**config.mk**
```make
export PLATFORM = sky130hd
export DESIGN_NAME = delay_sched_ctrl
export DESIGN_NICKNAME = d
export VERILOG_FILES = /design/src/rtl/delay_ctrl_pkg.sv /design/src/rtl/delay_sched_ctrl_inertial.sv /design/src/rtl/delay_sched_ctrl.sv
export SDC_FILE = /design/constraint.sdc
export NUM_CORES = 1
export LEC_CHECK = 0
export CORE_AREA = 2 2 65 67
export CTS_CLUSTER_SIZE = 12
export DETAILED_ROUTE_END_ITERATION = 16
export DIE_AREA = 0 0 67 69
export GPL_TIMING_DRIVEN = 0
export PLACE_DENSITY = 0.86
export SYNTH_ARGS = -nofsm -noshare
export SYNTH_HDL_FRONTEND = slang
export SYNTH_HIERARCHICAL = 1
export SYNTH_SLANG_ARGS = --single-unit
```
**constraint.sdc**
```tcl
create_clock -name clk -period 2.9 [get_ports clk]
set_input_delay 0.58 -clock clk [delete_from_list [all_inputs] [get_ports clk]]
set_output_delay 0.58 -clock clk [all_outputs]
set_load 0.03 [all_outputs]
```
**src/rtl/delay_ctrl_pkg.sv**
```systemverilog
// Shared types and helpers for the delay scheduler: FSM state encoding,
// drop-counter ceiling and request clamping.
package delay_ctrl_pkg;

  typedef enum logic [1:0] {RUN, DRAIN, LOAD} dly_state_t;

  localparam logic [7:0] DROP_MAX = 8'd255;

  // Requests outside 1..max_dly are pulled to the nearest legal delay.
  function automatic int unsigned clamp_dly(input int unsigned req,
                                            input int unsigned max_dly);
    int unsigned res;
    res = req;
    if (req == 0)            res = 1;
    else if (req > max_dly)  res = max_dly;
    return res;
  endfunction

endpackage

```
**src/rtl/delay_sched_ctrl_inertial.sv**
```systemverilog
// Inertial filter: output follows din only after din has differed from it for
// dly consecutive cycles; shorter excursions are swallowed and counted.
module inertial_filter
  import delay_ctrl_pkg::*;
#(
  parameter int DW = 5
) (
  input  logic          clk,
  input  logic          rst,
  input  logic          din,
  input  logic [DW-1:0] dly,
  input  logic          clr,
  output logic          so_inertial,
  output logic [7:0]    drop_cnt
);

  logic [DW-1:0] icnt_q, icnt_d;
  logic          so_q, so_d;
  logic [7:0]    drop_q, drop_d;

  always_comb begin
    // NOTE: every comb output gets a default first so no path leaves it unassigned (no latch).
    icnt_d = icnt_q;
    so_d   = so_q;
    drop_d = drop_q;
    if (clr) begin
      icnt_d = '0;
    end else if (din == so_q) begin
      if (icnt_q != '0 && drop_q != DROP_MAX) drop_d = drop_q + 8'd1;
      icnt_d = '0;
    end else if (icnt_q == dly - DW'(1)) begin
      so_d   = din;
      icnt_d = '0;
    end else begin
      icnt_d = icnt_q + DW'(1);
    end
  end

  always_ff @(posedge clk or posedge rst) begin
    // NOTE: flops use non-blocking assignments so all registers update from pre-edge values.
    if (rst) begin
      icnt_q <= '0;
      so_q   <= 1'b0;
      drop_q <= '0;
    end else begin
      icnt_q <= icnt_d;
      so_q   <= so_d;
      drop_q <= drop_d;
    end
  end

  assign so_inertial = so_q;
  assign drop_cnt    = drop_q;

endmodule

```
**src/rtl/delay_sched_ctrl.sv**
```systemverilog
// Dual-path programmable delay line (transport + inertial) with a config FSM
// that only retunes the transport tap once the line has drained.
module delay_sched_ctrl
  import delay_ctrl_pkg::*;
#(
  parameter int MAX_DLY = 16,
  parameter int RST_DLY = 4,
  parameter int DW      = $clog2(MAX_DLY + 1)
) (
  input  logic          clk,
  input  logic          rst,
  input  logic          din,
  input  logic          cfg_valid,
  input  logic [DW-1:0] cfg_dly,
  output logic          cfg_ready,
  output logic          so_transport,
  output logic          so_inertial,
  output logic          busy,
  output logic          cfg_err,
  output logic [7:0]    drop_cnt
);

  localparam int            IW       = $clog2(MAX_DLY);
  localparam int            TW       = $clog2(2 * MAX_DLY);
  localparam logic [TW-1:0] TMO_LAST = TW'(2 * MAX_DLY - 1);
  localparam logic [DW-1:0] DLY_RST  = DW'(RST_DLY);

  dly_state_t         state_q, state_d;
  logic [MAX_DLY-1:0] sh_q, sh_d;
  logic [DW-1:0]      dly_q, dly_d;
  logic [DW-1:0]      pend_q, pend_d;
  logic [TW-1:0]      tmo_q, tmo_d;
  logic               err_q, err_d;
  logic               rdy_q, rdy_d;
  logic               quiet;
  logic               take_req;
  logic               load;
  logic [IW-1:0]      tap_idx;

  assign sh_d     = {sh_q[MAX_DLY-2:0], din};
  assign quiet    = (sh_q == {MAX_DLY{din}});
  assign tap_idx  = IW'(dly_q - DW'(1));
  // The acknowledge cycle still sees cfg_valid high, so it must not start a new request.
  assign take_req = cfg_valid && !rdy_q;

  always_ff @(posedge clk or posedge rst) begin
    if (rst) state_q <= RUN;
    else     state_q <= state_d;
  end

  always_comb begin
    state_d = state_q;
    case (state_q)
      RUN:     if (take_req) state_d = DRAIN;
      DRAIN:   if (quiet || tmo_q == TMO_LAST) state_d = LOAD;
      LOAD:    state_d = RUN;
      default: state_d = RUN;
    endcase
  end

  always_comb begin
    busy = (state_q != RUN);
    load = (state_q == LOAD);
  end

  always_comb begin
    pend_d = pend_q;
    tmo_d  = tmo_q;
    err_d  = err_q;
    dly_d  = dly_q;
    rdy_d  = 1'b0;
    case (state_q)
      RUN: begin
        tmo_d = '0;
        if (take_req) pend_d = DW'(clamp_dly(32'(cfg_dly), 32'(MAX_DLY)));
      end
      DRAIN: begin
        if (!quiet && tmo_q == TMO_LAST) err_d = 1'b1;
        tmo_d = tmo_q + TW'(1);
      end
      LOAD: begin
        dly_d = pend_q;
        rdy_d = 1'b1;
      end
      default: ;
    endcase
  end

  always_ff @(posedge clk or posedge rst) begin
    // NOTE: the shift register is reset too; the drain check compares its full contents against din.
    if (rst) begin
      sh_q   <= '0;
      dly_q  <= DLY_RST;
      pend_q <= DLY_RST;
      tmo_q  <= '0;
      err_q  <= 1'b0;
      rdy_q  <= 1'b0;
    end else begin
      sh_q   <= sh_d;
      dly_q  <= dly_d;
      pend_q <= pend_d;
      tmo_q  <= tmo_d;
      err_q  <= err_d;
      rdy_q  <= rdy_d;
    end
  end

  assign so_transport = sh_q[tap_idx];
  assign cfg_ready    = rdy_q;
  assign cfg_err      = err_q;

  inertial_filter #(.DW(DW)) u_inertial (
    .clk         (clk),
    .rst         (rst),
    .din         (din),
    .dly         (dly_q),
    .clr         (load),
    .so_inertial (so_inertial),
    .drop_cnt    (drop_cnt)
  );

endmodule
```
==> qor.json <==
{
  "netlist.area_leader.share_pct": 52.1,
  "synth_edf_count": 0,
  "timing.slew.headroom_pct": 53.0,
  "placed_cell_areas_sq_um": 2530,
  "synthTopCellsByArea": "sky130_fd_sc_hd__dfrtp_1 52%, sky130_fd_sc_hd__mux4_1 4.7%, sky130_fd_sc_hd__xnor2_1 4.3%",
  "grt_setup_unrepaired": "false",
  "powerDensity_nw_per_um2": 745,
  "drv_slew": 0,
  "post-layout-total-power_w": 0.00200,
  "floorplan.initialDensity_pct": 57.7,
  "worst_skew_pair.late_latency_ns": 0.31,
  "critPathLaunchType": "register",
  "grt_pass1_vias": 1504,
  "crit_type": "reg2out",
  "core_region_area_sq_um": 3910,
  "synth_flop_cell": "sky130_fd_sc_hd__dfrtp_1",
  "worst-endpoint-required_ns": 2.32,
  "boundaryPins": 22,
  "drtPass1Iterations": 4,
  "layout_min_cycle_time_ns": 2.80,
  "grt_usage_pct": 20.0,
  "hold_violations": 0,
  "tritoncts": "built",
  "post_route_cells_drive_above_1_share_pct": 10.8,
  "number_of_register_bits_inferred_by_synthesis": 49,
  "synth_top_cells_by_count": "47 x sky130_fd_sc_hd__dfrtp_1, 21 x sky130_fd_sc_hd__nand2_1, 11 x sky130_fd_sc_hd__inv_1, 11 x sky130_fd_sc_hd__xnor2_1",
  "die_boundary_height_um": 69,
  "end_kind": "output port",
  "clockBufferDepth": 2,
  "drc": 0,
  "critical_path.top_delay_family": "multiplexers",
  "worstPathCellList": "buf_6 > inv_1 > ha_4 > mux4_1 > mux4_2 > clkdlybuf4s15_2",
  "num_antenna_cells": 0,
  "placed_wire_length_estimate_um": 2780,
  "achievable-frequency_ghz": 0.357,
  "cts-hold-fix-buffers": 0,
  "vias": 1525,
  "antenna_left": 0,
  "cts.clk_slew.worst_paths_ns": 0.10,
  "maxCapViolCount": 0,
  "postRouteWirelength_um": 4040,
  "critical_path_peak_fanout": 6,
  "mappedNetlistNets": 209,
  "dieWidth_um": 67,
  "synth.lib_cells_used.distinct": 43,
  "die_area_sq_um": 4620,
  "syn_inst": 193,
  "final.period_utilization_pct": 96.7,
  "yosys.area.top_type": "sky130_fd_sc_hd__dfrtp_1",
  "tightestPinTransition_ns": 0.703,
  "combined_area_of_all_synthesized_cells_sq_um": 2260,
  "power.ir.vdd_worst_uv": 575,
  "gp_congestion": 0.793,
  "critical_path_at_ns": 2.22,
  "outcome": "finished, final reports clean",
  "grt_first_pass_wirelength_um": 6970,
  "cp_slowest_stage_delay_ns": 0.47,
  "htreeDepth": 2,
  "routedWlPerCell_um": 14.8,
  "p_leak_nw": 1.16,
  "yosys_warnings": 6,
  "io_buffers": 21,
  "grt_max_degree": 36,
  "final.setup_skew_ns": 0.0142,
  "cts_made_buffers": 5,
  "cell_with_the_most_instances_after_synthesis": "sky130_fd_sc_hd__dfrtp_1",
  "antenna_found_initial": 0,
  "std_cell_rows": 23,
  "crit_path_top_delay_cell": "sky130_fd_sc_hd__mux4_2",
  "nNetsFinal": 238,
  "global_route.overflow_total": 0,
  "worst-path-buf-inv": 3,
  "clock_sinks": 49,
  "routed_via_density": 5.59,
  "ctsRootBufferMaster": "sky130_fd_sc_hd__clkbuf_8",
  "area_delta_synth_final_pct": 19.0,
  "hold_path_class": "reg2reg",
  "synthArstFlopShare_pct": 100,
  "post_layout_instance_area_sq_um": 2690,
  "setup_viol": 0,
  "syn_avg_cell_area_sq_um": 11.7,
  "drt-initial-drc-count": 123,
  "synth_sequential_area_ratio_pct": 54.4
}
-- flip-flops by register name (all words and copies together), names as in the netlist, 2 cells and up --
name / flops
sh_q: 16
u_inertial/drop_cnt: 8
dly_q: 5
pend_q: 5
tmo_q: 5
u_inertial/icnt_q: 5
state_q: 2
-- layout make-up --
class,count,area [sq um]
buffer,4,23.8
clock buffer,5,68.8
clock inverter,3,65.1
fill,308,1230
inverter,11,41.3
multi-input combinational,129,976
sequential,49,1230
tap,50,62.6
timing repair buffer,22,219
-- metal layers --
metal / track usage (%) / share of wire [%]
met1: 26.8 / 46
met2: 31.5 / 49
met3: 4.89 / 3.5
met4: 7.48 / 1.4
met5: 0 / 0
-- what timing repair did --
action                                  4_1_cts  5_1_grt
resized for setup                             3        1
endpoints found under the setup margin        1        1
setup buffers                                 1        0
-- metrics by stage --
| step | setup WS [ns] | setup TNS [ns] | hold WS [ns] | cells | utilization, % |
|---|---|---|---|---|---|
| after global routing | 0.0116 | 0 | 0.443 | 273 | 68.6 |
| after detailed placement | 0.00514 | 0 | 0.403 | 264 | 64.6 |
| after floorplan | 0.593 | 0 | 0.379 | 193 | - |
| final | 0.0956 | 0 | 0.419 | 273 | 68.6 |
| after global placement | -0.00498 | -0.00498 | 0.397 | 264 | 64.6 |
| after CTS | 0.0204 | 0 | 0.415 | 273 | 68.3 |
-- path summary, 6_finish.rpt --
| path | slack (ns) | cells past startpoint | endpoint | from |
|---|---|---|---|---|
| max | 0.1 | 6 | so_transport | dly_q[0] |
| min | 0.42 | 0 | sh_q[6] | sh_q[5] |
| max reg2reg | 0.74 | 8 | u_inertial/so_inertial | dly_q[0] |
| min reg2reg | 0.42 | 0 | sh_q[6] | sh_q[5] |
| max in group asynchronous | 1.71 | 2 | sh_q[5] | rst |
| min in group asynchronous | 0.66 | 2 | u_inertial/drop_cnt[4] | rst |
-- cells by family after synthesis --
| logic type | after synthesis | synth area share [%] |
|---|---|---|
| compound gates | 20 | 5.54 |
| xor+xnor | 19 | 7.37 |
| fa+ha+maj | 7 | 3.88 |
| buf+inv | 15 | 2.88 |
| flops | 49 | 54.4 |
| mux | 12 | 9.20 |
| simple gates | 71 | 16.7 |
-- report_power, final --
part	switching, W	leakage [nW]	internal, W	total, W
registers	0.000121	0.609	0.000808	0.000929
clock network	0.000229	0.0681	0.000343	0.000571
logic	0.000266	0.482	0.000234	0.000500
-- cells in the final DEF (no fill, tap or decap), types with 2 or more instances in the layout --
| master | count |
|---|---|
| sky130_fd_sc_hd__mux2_2 | 3 |
| sky130_fd_sc_hd__nor2b_1 | 2 |
| sky130_fd_sc_hd__a21oi_1 | 3 |
| sky130_fd_sc_hd__bufinv_16 | 2 |
| sky130_fd_sc_hd__dfrtp_1 | 47 |
| sky130_fd_sc_hd__or4_1 | 2 |
| sky130_fd_sc_hd__nand3_1 | 7 |
| sky130_fd_sc_hd__clkdlybuf4s50_1 | 20 |
| sky130_fd_sc_hd__dfstp_2 | 2 |
| sky130_fd_sc_hd__ha_1 | 6 |
| sky130_fd_sc_hd__nor4_1 | 2 |
| sky130_fd_sc_hd__xnor2_1 | 11 |
| sky130_fd_sc_hd__mux2i_1 | 2 |
| sky130_fd_sc_hd__inv_1 | 10 |
| sky130_fd_sc_hd__nand4_1 | 5 |
| sky130_fd_sc_hd__nor2_1 | 8 |
| sky130_fd_sc_hd__o21ai_0 | 8 |
| sky130_fd_sc_hd__xor2_1 | 8 |
| sky130_fd_sc_hd__nand2_1 | 21 |
| sky130_fd_sc_hd__clkbuf_1 | 2 |
| sky130_fd_sc_hd__clkbuf_8 | 5 |
| sky130_fd_sc_hd__and3_1 | 2 |
| sky130_fd_sc_hd__mux4_1 | 4 |
| sky130_fd_sc_hd__or3_1 | 4 |
| sky130_fd_sc_hd__nor3_1 | 8 |
| sky130_fd_sc_hd__o21a_1 | 2 |
| sky130_fd_sc_hd__nand2b_1 | 3 |
No activity file was read; power rests on OpenSTA's default activity.
